`config.mk`:
```
export PLATFORM = sky130hd
export DESIGN_NAME = sequential_divider_flat
export DESIGN_NICKNAME = d
export VERILOG_FILES = /design/src/rtl/sequential_divider_if.sv /design/src/rtl/sequential_divider.sv /design/src/flat_wrapper.sv
export SDC_FILE = /design/constraint.sdc
export NUM_CORES = 1
export LEC_CHECK = 0
export BUFFER_PORTS_ARGS = -buffer_cell sky130_fd_sc_hd__buf_4
export CELL_PAD_IN_SITES_DETAIL_PLACEMENT = 1
export CELL_PAD_IN_SITES_GLOBAL_PLACEMENT = 1
export CORE_UTILIZATION = 40
export DETAILED_ROUTE_END_ITERATION = 8
export PLACE_DENSITY = 0.77
export SLEW_MARGIN = 40
export SYNTH_ARGS = -nofsm -noshare
export SYNTH_HDL_FRONTEND = slang
export SYNTH_SLANG_ARGS = --single-unit
```
`constraint.sdc`:
```
create_clock -name clk -period 3.05 [get_ports clk]
set_input_delay 0.61 -clock clk [delete_from_list [all_inputs] [get_ports clk]]
set_output_delay 0.61 -clock clk [all_outputs]
set_load 0.01 [all_outputs]
```
`src/rtl/sequential_divider_if.sv`:
```
// Start/ready handshake bundle shared by the iterative divider and its control harness.
// master drives the request and operands; slave returns status and results.
interface sequential_divider_if #(
    parameter int WIDTH = 4
);
    logic             start;
    logic [WIDTH-1:0] dividend;
    logic [WIDTH-1:0] divisor;
    logic             busy;
    logic             ready;
    logic [WIDTH-1:0] quotient;
    logic [WIDTH-1:0] remainder;
    logic             div_by_zero;

    modport master (
        output start, dividend, divisor,
        input  busy, ready, quotient, remainder, div_by_zero
    );

    modport slave (
        input  start, dividend, divisor,
        output busy, ready, quotient, remainder, div_by_zero
    );
endinterface

```
`src/rtl/sequential_divider.sv`:
```
// Restoring shift-subtract divider, one quotient bit per clock, one division in flight.
// Define DIVIDER_SIGNED_EN for two's-complement operands (magnitudes divided, signs fixed up).
module sequential_divider #(
    parameter int WIDTH = 4
) (
    input  logic                 clk,
    input  logic                 rst,
    sequential_divider_if.slave  bus
);
    localparam int CW = $clog2(WIDTH + 1);

    typedef enum logic [1:0] {
        IDLE = 2'd0,
        RUN  = 2'd1,
        DONE = 2'd2
    } state_t;

    state_t           state_reg;
    logic [CW-1:0]    cnt_reg;
    logic [WIDTH:0]   rem_reg;
    logic [WIDTH-1:0] q_reg;
    logic [WIDTH-1:0] divisor_reg;
    logic             busy_reg;
    logic             ready_reg;
    logic             dbz_reg;
    logic [WIDTH-1:0] quotient_reg;
    logic [WIDTH-1:0] remainder_reg;

    logic [WIDTH:0]   shift_next;
    logic [WIDTH:0]   diff_next;
    logic [WIDTH:0]   rem_next;
    logic [WIDTH-1:0] q_next;
    logic             fits_next;
    logic [WIDTH-1:0] dividend_mag;
    logic [WIDTH-1:0] divisor_mag;
    logic [WIDTH-1:0] quotient_final;
    logic [WIDTH-1:0] remainder_final;

`ifdef DIVIDER_SIGNED_EN
    logic dividend_neg;
    logic divisor_neg;
    logic neg_q_reg;
    logic neg_r_reg;

    // The most-negative value has magnitude 2^(WIDTH-1), which still fits unsigned.
    always_comb begin
        dividend_neg    = bus.dividend[WIDTH-1];
        divisor_neg     = bus.divisor[WIDTH-1];
        dividend_mag    = dividend_neg ? -bus.dividend : bus.dividend;
        divisor_mag     = divisor_neg  ? -bus.divisor  : bus.divisor;
        quotient_final  = neg_q_reg ? -q_next : q_next;
        remainder_final = neg_r_reg ? -rem_next[WIDTH-1:0] : rem_next[WIDTH-1:0];
    end
`else
    always_comb begin
        dividend_mag    = bus.dividend;
        divisor_mag     = bus.divisor;
        quotient_final  = q_next;
        remainder_final = rem_next[WIDTH-1:0];
    end
`endif

    // A set bit shifted out of the partial remainder means it already exceeds the divisor.
    always_comb begin
        shift_next = {rem_reg[WIDTH-1:0], q_reg[WIDTH-1]};
        diff_next  = shift_next - {1'b0, divisor_reg};
        fits_next  = rem_reg[WIDTH] | ~diff_next[WIDTH];
        rem_next   = fits_next ? diff_next : shift_next;
        q_next     = {q_reg[WIDTH-2:0], fits_next};
    end

    always_ff @(posedge clk) begin
        if (rst) begin
            state_reg     <= IDLE;
            cnt_reg       <= '0;
            rem_reg       <= '0;
            q_reg         <= '0;
            divisor_reg   <= '0;
            busy_reg      <= 1'b0;
            ready_reg     <= 1'b0;
            dbz_reg       <= 1'b0;
            quotient_reg  <= '0;
            remainder_reg <= '0;
`ifdef DIVIDER_SIGNED_EN
            neg_q_reg     <= 1'b0;
            neg_r_reg     <= 1'b0;
`endif
        end else begin
            ready_reg <= 1'b0;
            case (state_reg)
                IDLE, DONE: begin
                    if (bus.start) begin
                        rem_reg       <= '0;
                        q_reg         <= dividend_mag;
                        divisor_reg   <= divisor_mag;
                        cnt_reg       <= CW'(WIDTH);
`ifdef DIVIDER_SIGNED_EN
                        neg_q_reg     <= dividend_neg ^ divisor_neg;
                        neg_r_reg     <= dividend_neg;
`endif
                        if (bus.divisor == '0) begin
                            // No iterations needed: results are defined directly.
                            state_reg     <= DONE;
                            busy_reg      <= 1'b0;
                            ready_reg     <= 1'b1;
                            dbz_reg       <= 1'b1;
                            quotient_reg  <= '1;
                            remainder_reg <= bus.dividend;
                        end else begin
                            state_reg     <= RUN;
                            busy_reg      <= 1'b1;
                            dbz_reg       <= 1'b0;
                            quotient_reg  <= '0;
                            remainder_reg <= '0;
                        end
                    end else begin
                        state_reg <= IDLE;
                    end
                end
                RUN: begin
                    rem_reg <= rem_next;
                    q_reg   <= q_next;
                    cnt_reg <= cnt_reg - 1'b1;
                    if (cnt_reg == CW'(1)) begin
                        state_reg     <= DONE;
                        busy_reg      <= 1'b0;
                        ready_reg     <= 1'b1;
                        quotient_reg  <= quotient_final;
                        remainder_reg <= remainder_final;
                    end
                end
                default: begin
                    state_reg <= IDLE;
                    busy_reg  <= 1'b0;
                end
            endcase
        end
    end

    assign bus.busy        = busy_reg;
    assign bus.ready       = ready_reg;
    assign bus.quotient    = quotient_reg;
    assign bus.remainder   = remainder_reg;
    assign bus.div_by_zero = dbz_reg;
endmodule

```
`src/flat_wrapper.sv`:
```
// flat-port wrapper written by rule: the top's interface ports become plain ports
module sequential_divider_flat 
#(
    parameter int WIDTH = 4
)
  (clk, rst, bus_start, bus_dividend, bus_divisor, bus_busy, bus_ready, bus_quotient, bus_remainder, bus_div_by_zero);
  sequential_divider_if #(.WIDTH(WIDTH)) bus_i ();
  input  logic clk;
  input  logic rst;
  input wire logic [$bits(bus_i.start)-1:0] bus_start;
  input wire logic [$bits(bus_i.dividend)-1:0] bus_dividend;
  input wire logic [$bits(bus_i.divisor)-1:0] bus_divisor;
  output wire logic [$bits(bus_i.busy)-1:0] bus_busy;
  output wire logic [$bits(bus_i.ready)-1:0] bus_ready;
  output wire logic [$bits(bus_i.quotient)-1:0] bus_quotient;
  output wire logic [$bits(bus_i.remainder)-1:0] bus_remainder;
  output wire logic [$bits(bus_i.div_by_zero)-1:0] bus_div_by_zero;
  assign bus_i.start = bus_start;
  assign bus_i.dividend = bus_dividend;
  assign bus_i.divisor = bus_divisor;
  assign bus_busy = bus_i.busy;
  assign bus_ready = bus_i.ready;
  assign bus_quotient = bus_i.quotient;
  assign bus_remainder = bus_i.remainder;
  assign bus_div_by_zero = bus_i.div_by_zero;
  sequential_divider #(.WIDTH(WIDTH)) u_core (.clk(clk), .rst(rst), .bus(bus_i));
endmodule
```
# == Yosys cells after proc, flatten, opt, wreduce, memory -nomap -nowiden ==
# Index checks and enable logic that the tools add are counted.
# classes
add_sub_neg,2
eq_ne,5
muxes,27
bitwise,2
n_reduce_logical,8
# ops
cell,count
4-bit 2-to-1 mux,7
4-bit one-hot mux with 2 select lines,3
5-bit 2-to-1 mux,2
5-bit one-hot mux with 2 select lines,1
1-bit 2-to-1 mux,6
2-bit 2-to-1 mux,3
3-bit one-hot mux with 2 select lines,1
2-bit AND reduction,3
5-bit by 4-bit subtractor with 5-bit output,1
4-bit zero test,1
1-bit one-hot mux with 2 select lines,2
2-bit one-hot mux with 2 select lines,1
3-bit by 1-bit equality test with 1-bit output (second input constant),1
3-bit 2-to-1 mux,1
3-bit AND reduction,1
3-bit by 1-bit subtractor with 3-bit output (second input constant),1
2-bit by 1-bit equality test with 1-bit output (second input constant),1
2-bit equality test (second input constant),1
2-bit zero test,1
2-bit by 1-bit inequality test with 1-bit output (second input constant),1
2-bit inequality test (second input constant),1
2-bit nonzero test,1
2-bit OR reduction,1
1-bit NOT,1
1-bit OR,1
# totals
ff_bits,29
inputBits,11
out_inout_bits,11
wordCells,54

# == Longest topological paths before layout ==
# depth
depth_word,6
ltp_mapped,8
depth_no_buf,8

# == Worst setup path before layout ==
# OpenSTA, ideal clock, no wires.
# synth_timing
path_type,register to register
start,register u_core.q_reg[3]
end,register u_core.remainder_reg[3] (netlist: u_core.bus.remainder[3])
setup_time_ns,0.088
t_arrival_ns,2.117
t_required_ns,2.962
path_slack_ns,0.845
stages_incl_launch_ff,9
path_buffers,0
synth_period_minus_slack_ns,2.205
path_cell_list,dfxtp_1 -> inv_1 -> ha_1 -> fa_1 -> nor2b_1 -> o22a_2 -> mux2_4 -> or3_4 -> a311oi_2
# synth_via
elab_chain_len,6
# synth_lines
element,line,source
from (decl),sequential_divider.sv:21,logic [WIDTH-1:0] q_reg;
from (signal assigned),sequential_divider.sv:94,q_reg <= dividend_mag;
from (signal assigned),sequential_divider.sv:122,q_reg <= q_next;
5-bit by 4-bit subtractor with 5-bit output *,sequential_divider.sv:66,"diff_next = shift_next - {1'b0, divisor_reg};"
1-bit NOT,sequential_divider.sv:67,fits_next = rem_reg[WIDTH] | ~diff_next[WIDTH];
1-bit OR,sequential_divider.sv:67,
5-bit 2-to-1 mux *,sequential_divider.sv:68,rem_next = fits_next ? diff_next : shift_next;
4-bit 2-to-1 mux *,sequential_divider.sv:124,if (cnt_reg == CW'(1)) begin
4-bit one-hot mux with 2 select lines *,sequential_divider.sv:90,case (state_reg)
to (signal assigned),sequential_divider.sv:108,remainder_reg <= bus.dividend;
to (signal assigned),sequential_divider.sv:129,remainder_reg <= remainder_final;
to (decl),sequential_divider.sv:27,logic [WIDTH-1:0] remainder_reg;
# Every way passes the cells marked *; elsewhere a longest branch is shown, timed or not. The select of a mux whose other input is x is not followed.
# A chain may end at the register's enable or synchronous reset.

# == Worst setup path after layout ==
# Same ends and word-level chain as after synthesis.

==> results.toml <==
[routing]
final_antenna_net_count = 0
vias_per_cell = 5.296
dr.pass1.iters = 4
drt_drc_violations_left = 0
wl_per_cell_um = 14.65
drt-initial-drc-count = 69
drt_wl_total_um = 3559
vias = 1287

[logic_synthesis]
synth_edf_count = 0
ys.flop_type = "dfxtp_1"
postSynthCellCount = 175
synthTopCellsByArea = "dfxtp_1, a21oi_1, nor2_1"
synth.distinct_cells = 29
synth-seq-cells = 29
yosysMostFrequentCell = "nor2_1"
ys_async_sr_fraction_pct = 0
synth_fp_nets = 193
seq_area_frac_synth_pct = 41.84
avgSynthCellArea_um2 = 7.929
synth_common_cells = "nor2_1, dfxtp_1, a21oi_1"
yosysTopAreaCell = "dfxtp_1"
netlist_area_um2 = 1388
synth-warning-count = 0
synth_top_area_share_pct = 41.84

[die]
coreArea_um2 = 3337
die_w_um = 60.90
dieArea_um2 = 3708
die_h_um = 60.90
io-pin-count = 22
fp-row-count = 21
start_util_pct = 41.58

[clock_tree]
cts_resized = 0
cts_tree = "yes"
clk-insertion-delay-late_ns = 0.34
cts_max_level = 2
clock_sinks = 29
cts_hold_buf = 0
post_cts_buffers = 0
cts_max_path_buffers = 2
root_buffer = "clkbuf_4"
cts.clk_slew.worst_paths_ns = 0.10
cts_buffers = 5

[setup_path]
cp.arrival_ns = 2.67
r2r_setup_slack_ns = 0.64
path_max_fanout = 7
end_kind = "flop"
required_ns = 3.30
crit_type = "reg2reg"
start_kind = "flop"

[global_route]
grt_usage_pct = 22.15
grt_pass1_vias = 1281
grt.met1_usage_pct = 25.65
grt_max_degree = 30
overflow = 0
antenna_found_initial = 0
grt_use_met2_pct = 37.83
grt_util_met3_pct = 8.529
grt.busiest_layer = "met2"
grt_pass1_wl_um = 5796

[sta]
setup_violations = 0
skew_ns = 0.01704
rsz0062_at_grt = "no"
worstMarginPinSlew_ns = 0.7423
max_clock_freq_mhz = 414.3
fin_tns_setup_ns = 0
slew_violations = 0
fin_crit_sh_pct = 79.13
min_period_ns = 2.413
hold_viol = 0
max_slew_margin_pct = 50.06

[final_layout]
drive_above_1_share_pct = 18.27
diodes = 0
syn2layout_area_growth_pct = 20.29
fin_cells = 243
fin_nets = 214
largest_reg_flops = 5

[placement]
place_congestion = 0.7637
dp.final_hpwl_um = 2588
port_buffers = 21
dp.cells = 235

[power_and_ir_drop]
p_leak_nw = 0.6799
ir_drop_mv = 0.2880
powerDensity_nw_per_um2 = 585.7

[min_path]
hold_path.class = "reg2reg"

[status]
status = "completed"

[flow_run]
drv_cap = 0
[area by class of cell]
cell class | instances | area (um^2)
Clock inverter | 1 | 30.03
Timing Repair Buffer | 23 | 172.7
Tap cell | 46 | 57.56
Fill cell | 447 | 1668
Clock buffer | 7 | 55.05
Sequential cell | 29 | 580.6
Inverter | 7 | 26.28
Multi-Input combinational cell | 130 | 747.0
[stage by stage]
stage | worst slack, ns | power (mW) | hold WS (ns) | area (um^2) | utilization (%)
CTS | 0.6301 | 0.9856 | 0.4630 | 1669 | 50.02
global route | 0.5331 | 1.035 | 0.4780 | 1669 | 50.02
detailed placement | 0.6768 | 0.6495 | 0.4509 | 1584 | 47.47
floorplan | 0.8447 | 0.5795 | 0.4363 | 1388 | -
finish | 0.6365 | 0.9776 | 0.4576 | 1669 | 50.02
global placement | 0.7794 | 0.6386 | 0.4465 | 1584 | 47.47
[where the power goes]
| group | total (mW) | internal (mW) | switching (mW) |
|---|---|---|---|
| registers | 0.431 | 0.409 | 0.0214 |
| logic | 0.212 | 0.0914 | 0.120 |
| clock network | 0.335 | 0.196 | 0.140 |
[final timing paths]
kind	cells past startpoint	to	startpoint
max	8	u_core.bus.remainder[3]	u_core.q_reg[3]
min	2	u_core.divisor_reg[2]	u_core.divisor_reg[2]
max reg2reg	8	u_core.bus.remainder[3]	u_core.q_reg[3]
min reg2reg	2	u_core.divisor_reg[2]	u_core.divisor_reg[2]
[cells in the final DEF (no fill, tap or decap), types with 4 or more instances in the layout]
cell type / netlist / final
inv_1: 7 / 7
nor2b_1: 6 / 6
buf_4: 0 / 23
a211oi_1: 4 / 4
clkbuf_4: 0 / 5
a21oi_1: 26 / 26
a311oi_1: 4 / 4
dfxtp_1: 29 / 29
nor3_1: 5 / 5
ha_1: 6 / 6
nand2_1: 24 / 24
nor2_1: 31 / 31
[critical path, stage by stage, from the launching register on]
cell	delay (ns)
dfxtp_1	0.34
inv_1	0.06
ha_1	0.21
fa_1	0.39
nor2b_1	0.17
o22a_2	0.21
mux2_4	0.35
or3_4	0.39
a311oi_2	0.19
[cell families after synthesis]
group                      count (synthesis)  synth area share [%]
and+or+nand+nor                           76                 24.17
buffers and inverters                     16                 4.328
DFF                                       29                 41.84
xor gates and xnor gates                   1                0.6313
AOI/OAI and AO/OA                         42                 18.94
adders and majority gates                  7                 6.853
muxes                                      4                 3.246
[per-layer routing]
| metal | up-vias | routed length, um |
|---|---|---|
| li1 | 635 | - |
| met4 | 0 | 40 |
| met5 | - | 0 |
| met2 | 25 | 1765 |
| met3 | 5 | 144 |
| met1 | 622 | 1609 |
No activity file was read; power rests on OpenSTA's default activity.
